### src/rtl/ext_edge_counter_multi.sv
// ---------------------------------------------------------------------------
// ext_edge_counter_multi
//
// Counts edges on a set of external pins. Everything runs in the CLK_IN
// domain: the pins are only ever sampled as data and never used as clocks.
// Each channel has the same pipeline:
//
//   sig_i[n] -> synchroniser -> optional glitch filter -> prev-level edge
//   detector -> counter (wrap or saturate) with a sticky overflow flag
//
// One channel's counter top byte is registered onto disp_o for board LEDs.
//
// Ports:
//   CLK_IN        system clock; all logic on posedge
//   RST_IN        asynchronous, active-high reset
//   sig_i         raw external inputs, asynchronous to CLK_IN
//   edge_mode_i   00 disabled, 01 rising, 10 falling, 11 both edges
//   clear_i       synchronous per-channel clear of counter and overflow
//   sel_i         channel whose counter top byte is shown on disp_o
//   disp_o        registered counter[sel_i][CNT_WIDTH-1 -: 8]; 0 if out of range
//   edge_pulse_o  one-cycle pulse for every counted edge
//   overflow_o    sticky overflow per channel
//   count_flat_o  all counters; channel n at [n*CNT_WIDTH +: CNT_WIDTH]
//
// Latency: a level first sampled at edge k shows up in the counter and in
// edge_pulse_o after edge k + SYNC_STAGES + FILTER_LEN.
//
// Note: releasing reset while a pin is already high counts one rising edge
// on that channel once the pipeline fills, because prev starts at 0.
// ---------------------------------------------------------------------------
module ext_edge_counter_multi #(
    parameter int CHANNELS    = 4,
    parameter int CNT_WIDTH   = 16,
    parameter int SYNC_STAGES = 2,
    parameter int FILTER_LEN  = 0,
    parameter int SATURATE    = 0,
    localparam int SEL_W      = (CHANNELS > 1) ? $clog2(CHANNELS) : 1
) (
    input  logic                          CLK_IN,
    input  logic                          RST_IN,
    input  logic [CHANNELS-1:0]           sig_i,
    input  logic [1:0]                    edge_mode_i,
    input  logic [CHANNELS-1:0]           clear_i,
    input  logic [SEL_W-1:0]              sel_i,
    output logic [7:0]                    disp_o,
    output logic [CHANNELS-1:0]           edge_pulse_o,
    output logic [CHANNELS-1:0]           overflow_o,
    output logic [CHANNELS*CNT_WIDTH-1:0] count_flat_o
);

    // Top byte of every counter, padded out to the full sel_i range so that
    // selecting a channel that does not exist reads back zero.
    logic [7:0] top_byte [2**SEL_W];

    for (genvar n = 0; n < CHANNELS; n++) begin : g_ch

        logic [SYNC_STAGES-1:0] sync_q;
        logic                   sync_lvl;
        logic                   filt_lvl;
        logic                   prev_q;
        logic                   rise;
        logic                   fall;
        logic                   hit;
        logic [CNT_WIDTH-1:0]   cnt_q;
        logic                   ovf_q;
        logic                   pulse_q;

        // -------------------------------------------------------------------
        // Synchroniser: sync_q[0] takes the raw pin, only the last stage is
        // used downstream.
        // -------------------------------------------------------------------
        always_ff @(posedge CLK_IN or posedge RST_IN) begin
            if (RST_IN) begin
                sync_q <= '0;
            end else begin
                sync_q <= {sync_q[SYNC_STAGES-2:0], sig_i[n]};
            end
        end

        assign sync_lvl = sync_q[SYNC_STAGES-1];

        // -------------------------------------------------------------------
        // Glitch filter. The filtered level follows the synchronised level
        // only once the two have differed for FILTER_LEN consecutive cycles.
        // Any cycle where they agree again throws the run away.
        // -------------------------------------------------------------------
        if (FILTER_LEN > 0) begin : g_filt
            localparam int RUN_W = $clog2(FILTER_LEN + 1);
            localparam logic [RUN_W-1:0] RUN_LAST = RUN_W'(FILTER_LEN - 1);

            logic [RUN_W-1:0] run_q;
            logic             filt_q;

            always_ff @(posedge CLK_IN or posedge RST_IN) begin
                if (RST_IN) begin
                    run_q  <= '0;
                    filt_q <= 1'b0;
                end else if (sync_lvl != filt_q) begin
                    // The FILTER_LEN-th differing cycle commits the new level.
                    if (run_q == RUN_LAST) begin
                        filt_q <= sync_lvl;
                        run_q  <= '0;
                    end else begin
                        run_q <= run_q + 1'b1;
                    end
                end else begin
                    run_q <= '0;
                end
            end

            assign filt_lvl = filt_q;
        end else begin : g_nofilt
            assign filt_lvl = sync_lvl;
        end

        // -------------------------------------------------------------------
        // Edge detect. prev follows the filtered level every cycle, whatever
        // the mode, so changing edge_mode_i can never fabricate an edge.
        // -------------------------------------------------------------------
        assign rise = filt_lvl & ~prev_q;
        assign fall = ~filt_lvl & prev_q;
        assign hit  = (edge_mode_i[0] & rise) | (edge_mode_i[1] & fall);

        // -------------------------------------------------------------------
        // Counter, overflow and pulse. clear_i beats a simultaneous edge but
        // leaves the sync/filter/prev state alone.
        // -------------------------------------------------------------------
        always_ff @(posedge CLK_IN or posedge RST_IN) begin
            if (RST_IN) begin
                prev_q  <= 1'b0;
                cnt_q   <= '0;
                ovf_q   <= 1'b0;
                pulse_q <= 1'b0;
            end else begin
                prev_q <= filt_lvl;
                if (clear_i[n]) begin
                    cnt_q   <= '0;
                    ovf_q   <= 1'b0;
                    pulse_q <= 1'b0;
                end else if (hit) begin
                    pulse_q <= 1'b1;
                    if (&cnt_q) begin
                        // At max: saturating counters hold, wrapping ones
                        // roll to zero. Both flag the overflow.
                        ovf_q <= 1'b1;
                        if (SATURATE == 0) begin
                            cnt_q <= '0;
                        end
                    end else begin
                        cnt_q <= cnt_q + 1'b1;
                    end
                end else begin
                    pulse_q <= 1'b0;
                end
            end
        end

        assign count_flat_o[n*CNT_WIDTH +: CNT_WIDTH] = cnt_q;
        assign edge_pulse_o[n]                        = pulse_q;
        assign overflow_o[n]                          = ovf_q;
        assign top_byte[n]                            = cnt_q[CNT_WIDTH-1 -: 8];
    end

    for (genvar i = CHANNELS; i < 2**SEL_W; i++) begin : g_pad
        assign top_byte[i] = 8'h00;
    end

    // -----------------------------------------------------------------------
    // Display register: one cycle behind sel_i and behind the counter.
    // -----------------------------------------------------------------------
    always_ff @(posedge CLK_IN or posedge RST_IN) begin
        if (RST_IN) begin
            disp_o <= 8'h00;
        end else begin
            disp_o <= top_byte[sel_i];
        end
    end

endmodule

### config.mk
export PLATFORM = sky130hd
export DESIGN_NAME = ext_edge_counter_multi
export DESIGN_NICKNAME = d
export VERILOG_FILES = /design/src/rtl/ext_edge_counter_multi.sv
export SDC_FILE = /design/constraint.sdc
export NUM_CORES = 1
export LEC_CHECK = 0
export BUFFER_PORTS_ARGS = -buffer_cell sky130_fd_sc_hd__buf_2
export CAP_MARGIN = 20
export CORE_MARGIN = 4
export CORE_UTILIZATION = 40
export CTS_CLUSTER_DIAMETER = 200
export CTS_CLUSTER_SIZE = 16
export DETAILED_ROUTE_END_ITERATION = 16
export PLACE_DENSITY = 0.63
export SLEW_MARGIN = 20
export SYNTH_ARGS = -nofsm -noshare
export SYNTH_HDL_FRONTEND = slang
export SYNTH_SLANG_ARGS = --single-unit
export TNS_END_PERCENT = 20
### constraint.sdc
create_clock -name CLK_IN -period 4.1 [get_ports CLK_IN]
set_input_delay 0.82 -clock CLK_IN [delete_from_list [all_inputs] [get_ports CLK_IN]]
set_output_delay 0.82 -clock CLK_IN [all_outputs]
set_load 0.01 [all_outputs]
# == After elaboration in Yosys (flattened, before gate mapping) ==
# Cells that the tools add are included.
# totals
regBits,92
latch_bits,0
ram_bits,0
mem_bits_ro,0
inputBits,14
out_inout_bits,80
wordCells,106
n_memories,0
# op_classes
add_sub_neg,4
multipliers,0
n_div,0
magnitude_cmp,1
eq_ne,0
shift,0
n_mux,35
bitwise,29
reduce_logical,16
# ops
op,n
$mux 16,12
$add 16x1->16 const B,4
$reduce_and 16->1,4
$mux 1,20
$and 1x1->1,16
$bmux 8 s2,1
$mux 8,2
$reduce_bool 2->1,8
$not 1->1,8
$reduce_and 2->1,4
$or 1x1->1,4
$ge 3x3->1 const B,1
$not 2->3,1

# == Longest topological paths before layout ==
# depth
word_depth,6
mapped_depth,7
ltp_nobuf,6

# == Least setup slack after synthesis ==
# No wires, ideal clock.
# synth_timing
path_type,input port to flip-flop
start,input port edge_mode_i[0]
end,register g_ch[0].cnt_q[5]
setup_time_ns,0.083
t_arrival_ns,1.926
required_ns,4.017
path_slack_ns,2.092
stages,6
path_buffers,1
path_cell_list,nand3b_1 > and2_4 > or3_1 > buf_2 > or3_1 > o21ai_0
# synth_via
elab_chain_len,3
# synth_lines
element,line,rtl
start: declaration,42,"input logic [1:0] edge_mode_i,"
$and 1x1->1,122,assign hit = (edge_mode_i[0] & rise) | (edge_mode_i[1] & fall);
$or 1x1->1,122,
$reduce_bool 2->1 (no source line),-,
end signal: assignment,150,cnt_q <= cnt_q + 1'b1;
end: declaration,64,logic [CNT_WIDTH-1:0] cnt_q;
# Every way passes these cells.
# A chain may end at the register's enable or synchronous reset.

# == Worst setup path in the final report ==
# layout_timing
start,input port edge_mode_i[1]
end,register g_ch[3].cnt_q[5]
# layout_via
elab_chain_len,3
# layout_lines
element,line
$and 1x1->1,122
$or 1x1->1,122
$reduce_bool 2->1 (no source line),-
end signal: assignment,150
end: declaration,64
# Every way passes these cells.

==> flow_summary.ini <==
[drt]
via_count = 3883
first_pass_iters = 4
ant_nets = 0
route.detailed.drc = 0
wl_um = 11600
viasPerCell = 5.70
drtIter0Drc = 219
drt-wirelength-per-cell_um = 17.1

[global_routing]
grt_use_met1_pct = 26.3
globalRoute.totalOverflow = 0
grt_pass1_vias = 3735
grtUsageMet3_pct = 2.75
gr-usage-met2_pct = 28.8
grt_max_degree = 46
grt_first_pass_wirelength_um = 19300
grt_usage_pct = 18.5
antenna_found_initial = 1
grt-busiest-layer = met2

[clock_network]
ctsResizeCount = 0
hold_buffers = 0
postCtsSetupBuffers = 0
cts_tree = done
cts_sinks = 92
cts.clk_slew.worst_paths_ns = 0.06
cts-root-buf = clkbuf_16
cts_max_level = 3
numCtsBuffers = 9
insertion_delay_ns = 0.34
cts_buffer_depth = 2

[synth]
ys_seq_area_share_pct = 50.9
synth_simple_gate_area_share_pct = 22.2
async_reset_ff_share_pct = 100
synth-seq-cells = 92
synthCells = 449
synth.area.mux_share_pct = 4.90
syn_nets = 467
syn_avg_cell_area_sq_um = 10.1
synthDistinctLibCells = 53
synth_fa_ha_area_share_pct = 1.11
synth_area_sq_um = 4520
synth_xor_area_share_pct = 4.07
ys.flop_type = dfrtp_1
synth_area_leader_cell = dfrtp_1
yosysWarnings = 0
synth_compound_area_share_pct = 13.1
synthTopCellsByArea = dfrtp_1, mux4_2, nor2_1
synth_top_area_share_pct = 50.9
synth_edf_count = 0
synth_top_family_by_area = simple AND/OR/NAND/NOR gates

[place]
gp_congestion = 0.783
hpwl_um = 8560
dp_slack_ns = 1.57
port_buffers = 93

[setup_path]
crit_cells = 6
required_ns = 4.36
critical-path-max-stage-delay_ns = 0.70
cp_slowest_cell = nor3_2
cp.arrival_ns = 2.42
critical_path.top_delay_family = simple AND/OR/NAND/NOR gates
worstRegToRegCells = 6
cp-start-kind = input port
critPathKind = input port to flop
end_kind = flop
cp.buffers_inverters = 1
cp_cell_sequence = buf_2 > nand2_1 > o21a_1 > nor3_2 > o21ai_0 > a31oi_1
crit_path_max_fanout = 14

[sta]
setup_viol = 0
period_minus_slack_ns = 2.16
rsz0062_at_grt = false
fmax_ghz = 0.464
worstMarginPinSlew_ns = 0.812
hold_viol_final = 0
slew_headroom_pct = 45.5
slew_violations = 0
fin_skew_ns = 0.00602
setup_ws_ns = 1.94
post-route-period-util_pct = 52.6
tns_ns = 0

[power]
p_comb_share_pct = 5.6
pwr-share-clk_pct = 44.7
netSwitchingPower_w = 0.000419
seq_power_share_pct = 49.7
switching_share_pct = 22.3
internal_power_w = 0.00146
power-per-cell-area_nw_per_um2 = 349
peakVddDrop_mv = 0.164
leakagePower_nw = 2.49

[cells_and_area]
layout.cells.most_common = buf_2
final_util_pct = 49.2
seqCellArea_sq_um = 2300
drive_gt1_share_pct = 24.6
multi_input_area_sq_um = 2050
layout_common_cells = buf_2, dfrtp_1, nor2_1
syn2layout_area_growth_pct = 18.9
diodes = 0
nets = 554
nFillCells = 1081

[hold_path]
holdCritPathClass = flop to flop
whs_path_depth = 0

[floorplan]
initial_utilization_pct = 41.4
core_area_sq_um = 10900
io_pins = 94
die_w_um = 114
dieArea_sq_um = 13100
rows = 38
die_y_um = 114

[flow_run]
max_cap_violations = 0

[status]
outcome = complete, no violations
## synthesized netlist by cell type, types with 2 or more instances
| cell | number |
|---|---|
| nor4_1 | 2 |
| mux4_2 | 8 |
| inv_1 | 14 |
| o31ai_1 | 2 |
| or4_1 | 2 |
| nand3_1 | 35 |
| o21ai_0 | 22 |
| a22o_1 | 10 |
| and4_1 | 4 |
| or3_1 | 10 |
| a211oi_1 | 3 |
| a21oi_1 | 21 |
| nor4bb_1 | 2 |
| nor4b_1 | 2 |
| buf_2 | 3 |
| nor2_1 | 48 |
| nor3_1 | 6 |
| nand2b_1 | 3 |
| nand2_1 | 39 |
| and3_1 | 4 |
| a21o_1 | 2 |
| a41oi_1 | 5 |
| nand3b_1 | 7 |
| xor2_1 | 12 |
| mux2i_1 | 3 |
| o311ai_0 | 2 |
| clkbuf_1 | 7 |
| o21ai_1 | 2 |
| buf_4 | 9 |
| a31oi_1 | 17 |
| dfrtp_1 | 92 |
| xnor2_1 | 9 |
| nand4_1 | 18 |
| o21a_1 | 2 |
| ha_1 | 4 |
## worst register-to-register path, cell delays in order (launching register included)
cell and delay (ns):
dfrtp_1 0.44, ha_1 0.26, nand4_1 0.17, nor4_2 0.10, nor3_2 0.62, o21ai_0 0.19
a31oi_1 0.20
## power by group through the flow
stage	clock network (W)	logic [W]	registers, W
6_report	0.000839	0.000105	0.000932
5_1_grt	0.000894	0.000120	0.000934
4_1_cts	0.000862	0.000107	0.000932
3_5_place_dp	0	0.000107	0.000949
3_3_place_gp	0	0.000105	0.000948
2_1_floorplan	0	0.0000717	0.000949
## state kept, by name (all words and copies together) (netlist names)
register      flops
disp_o            8
g_ch.prev_q       4
g_ch.cnt_q       64
g_ch.pulse_q      4
g_ch.ovf_q        4
g_ch.sync_q       8
## cell type report
| type | count | share of cell area, % |
|---|---|---|
| inverter | 14 | 1.00 |
| sequential | 92 | 42.8 |
| timing repair buffer | 96 | 9.07 |
| clock inverter | 4 | 0.884 |
| clock buffer | 12 | 4.77 |
| tap | 140 | 3.26 |
| multi-input combinational | 323 | 38.2 |
## final timing paths
path / startpoint / end / slack, ns
worst max-delay path: edge_mode_i[1] / g_ch[3].cnt_q[5] / 1.94
worst min-delay path: g_ch[1].sync_q[0] / g_ch[1].sync_q[1] / 0.36
worst max register to register: g_ch[3].cnt_q[0] / g_ch[3].cnt_q[5] / 2.05
worst min register to register: g_ch[1].sync_q[0] / g_ch[1].sync_q[1] / 0.36
max in group asynchronous: RST_IN / g_ch[3].cnt_q[13] / 2.66
min in group asynchronous: RST_IN / g_ch[2].pulse_q / 0.60
## through the flow
stage | total power, W | instance area (sq um) | hold slack [ns] | std cells
5_1_grt | 0.00195 | 5380 | 0.374 | 681
3_3_place_gp | 0.00105 | 5070 | 0.334 | 665
3_5_place_dp | 0.00106 | 5070 | 0.344 | 665
2_1_floorplan | 0.00102 | 4520 | 0.331 | 449
6_report | 0.00188 | 5380 | 0.355 | 681
4_1_cts | 0.00190 | 5380 | 0.358 | 681
## metal layers
metal  part of all wire [%]  up-vias  wire [um]
met4                    2.0        2        228
li1                       -     1823          -
met5                  0.095        -         11
met3                    5.6       19        649
met1                     45     1914       5280
met2                     47      125       5460
## kinds of logic after synthesis
kind of cell,after synthesis
AOI/OAI and AO/OA,92
muxes,12
DFF,92
adders and majority gates,4
and+or+nand+nor,194
xor gates and xnor gates,21
buffers and inverters,34
(Power assumes the default switching activity.)
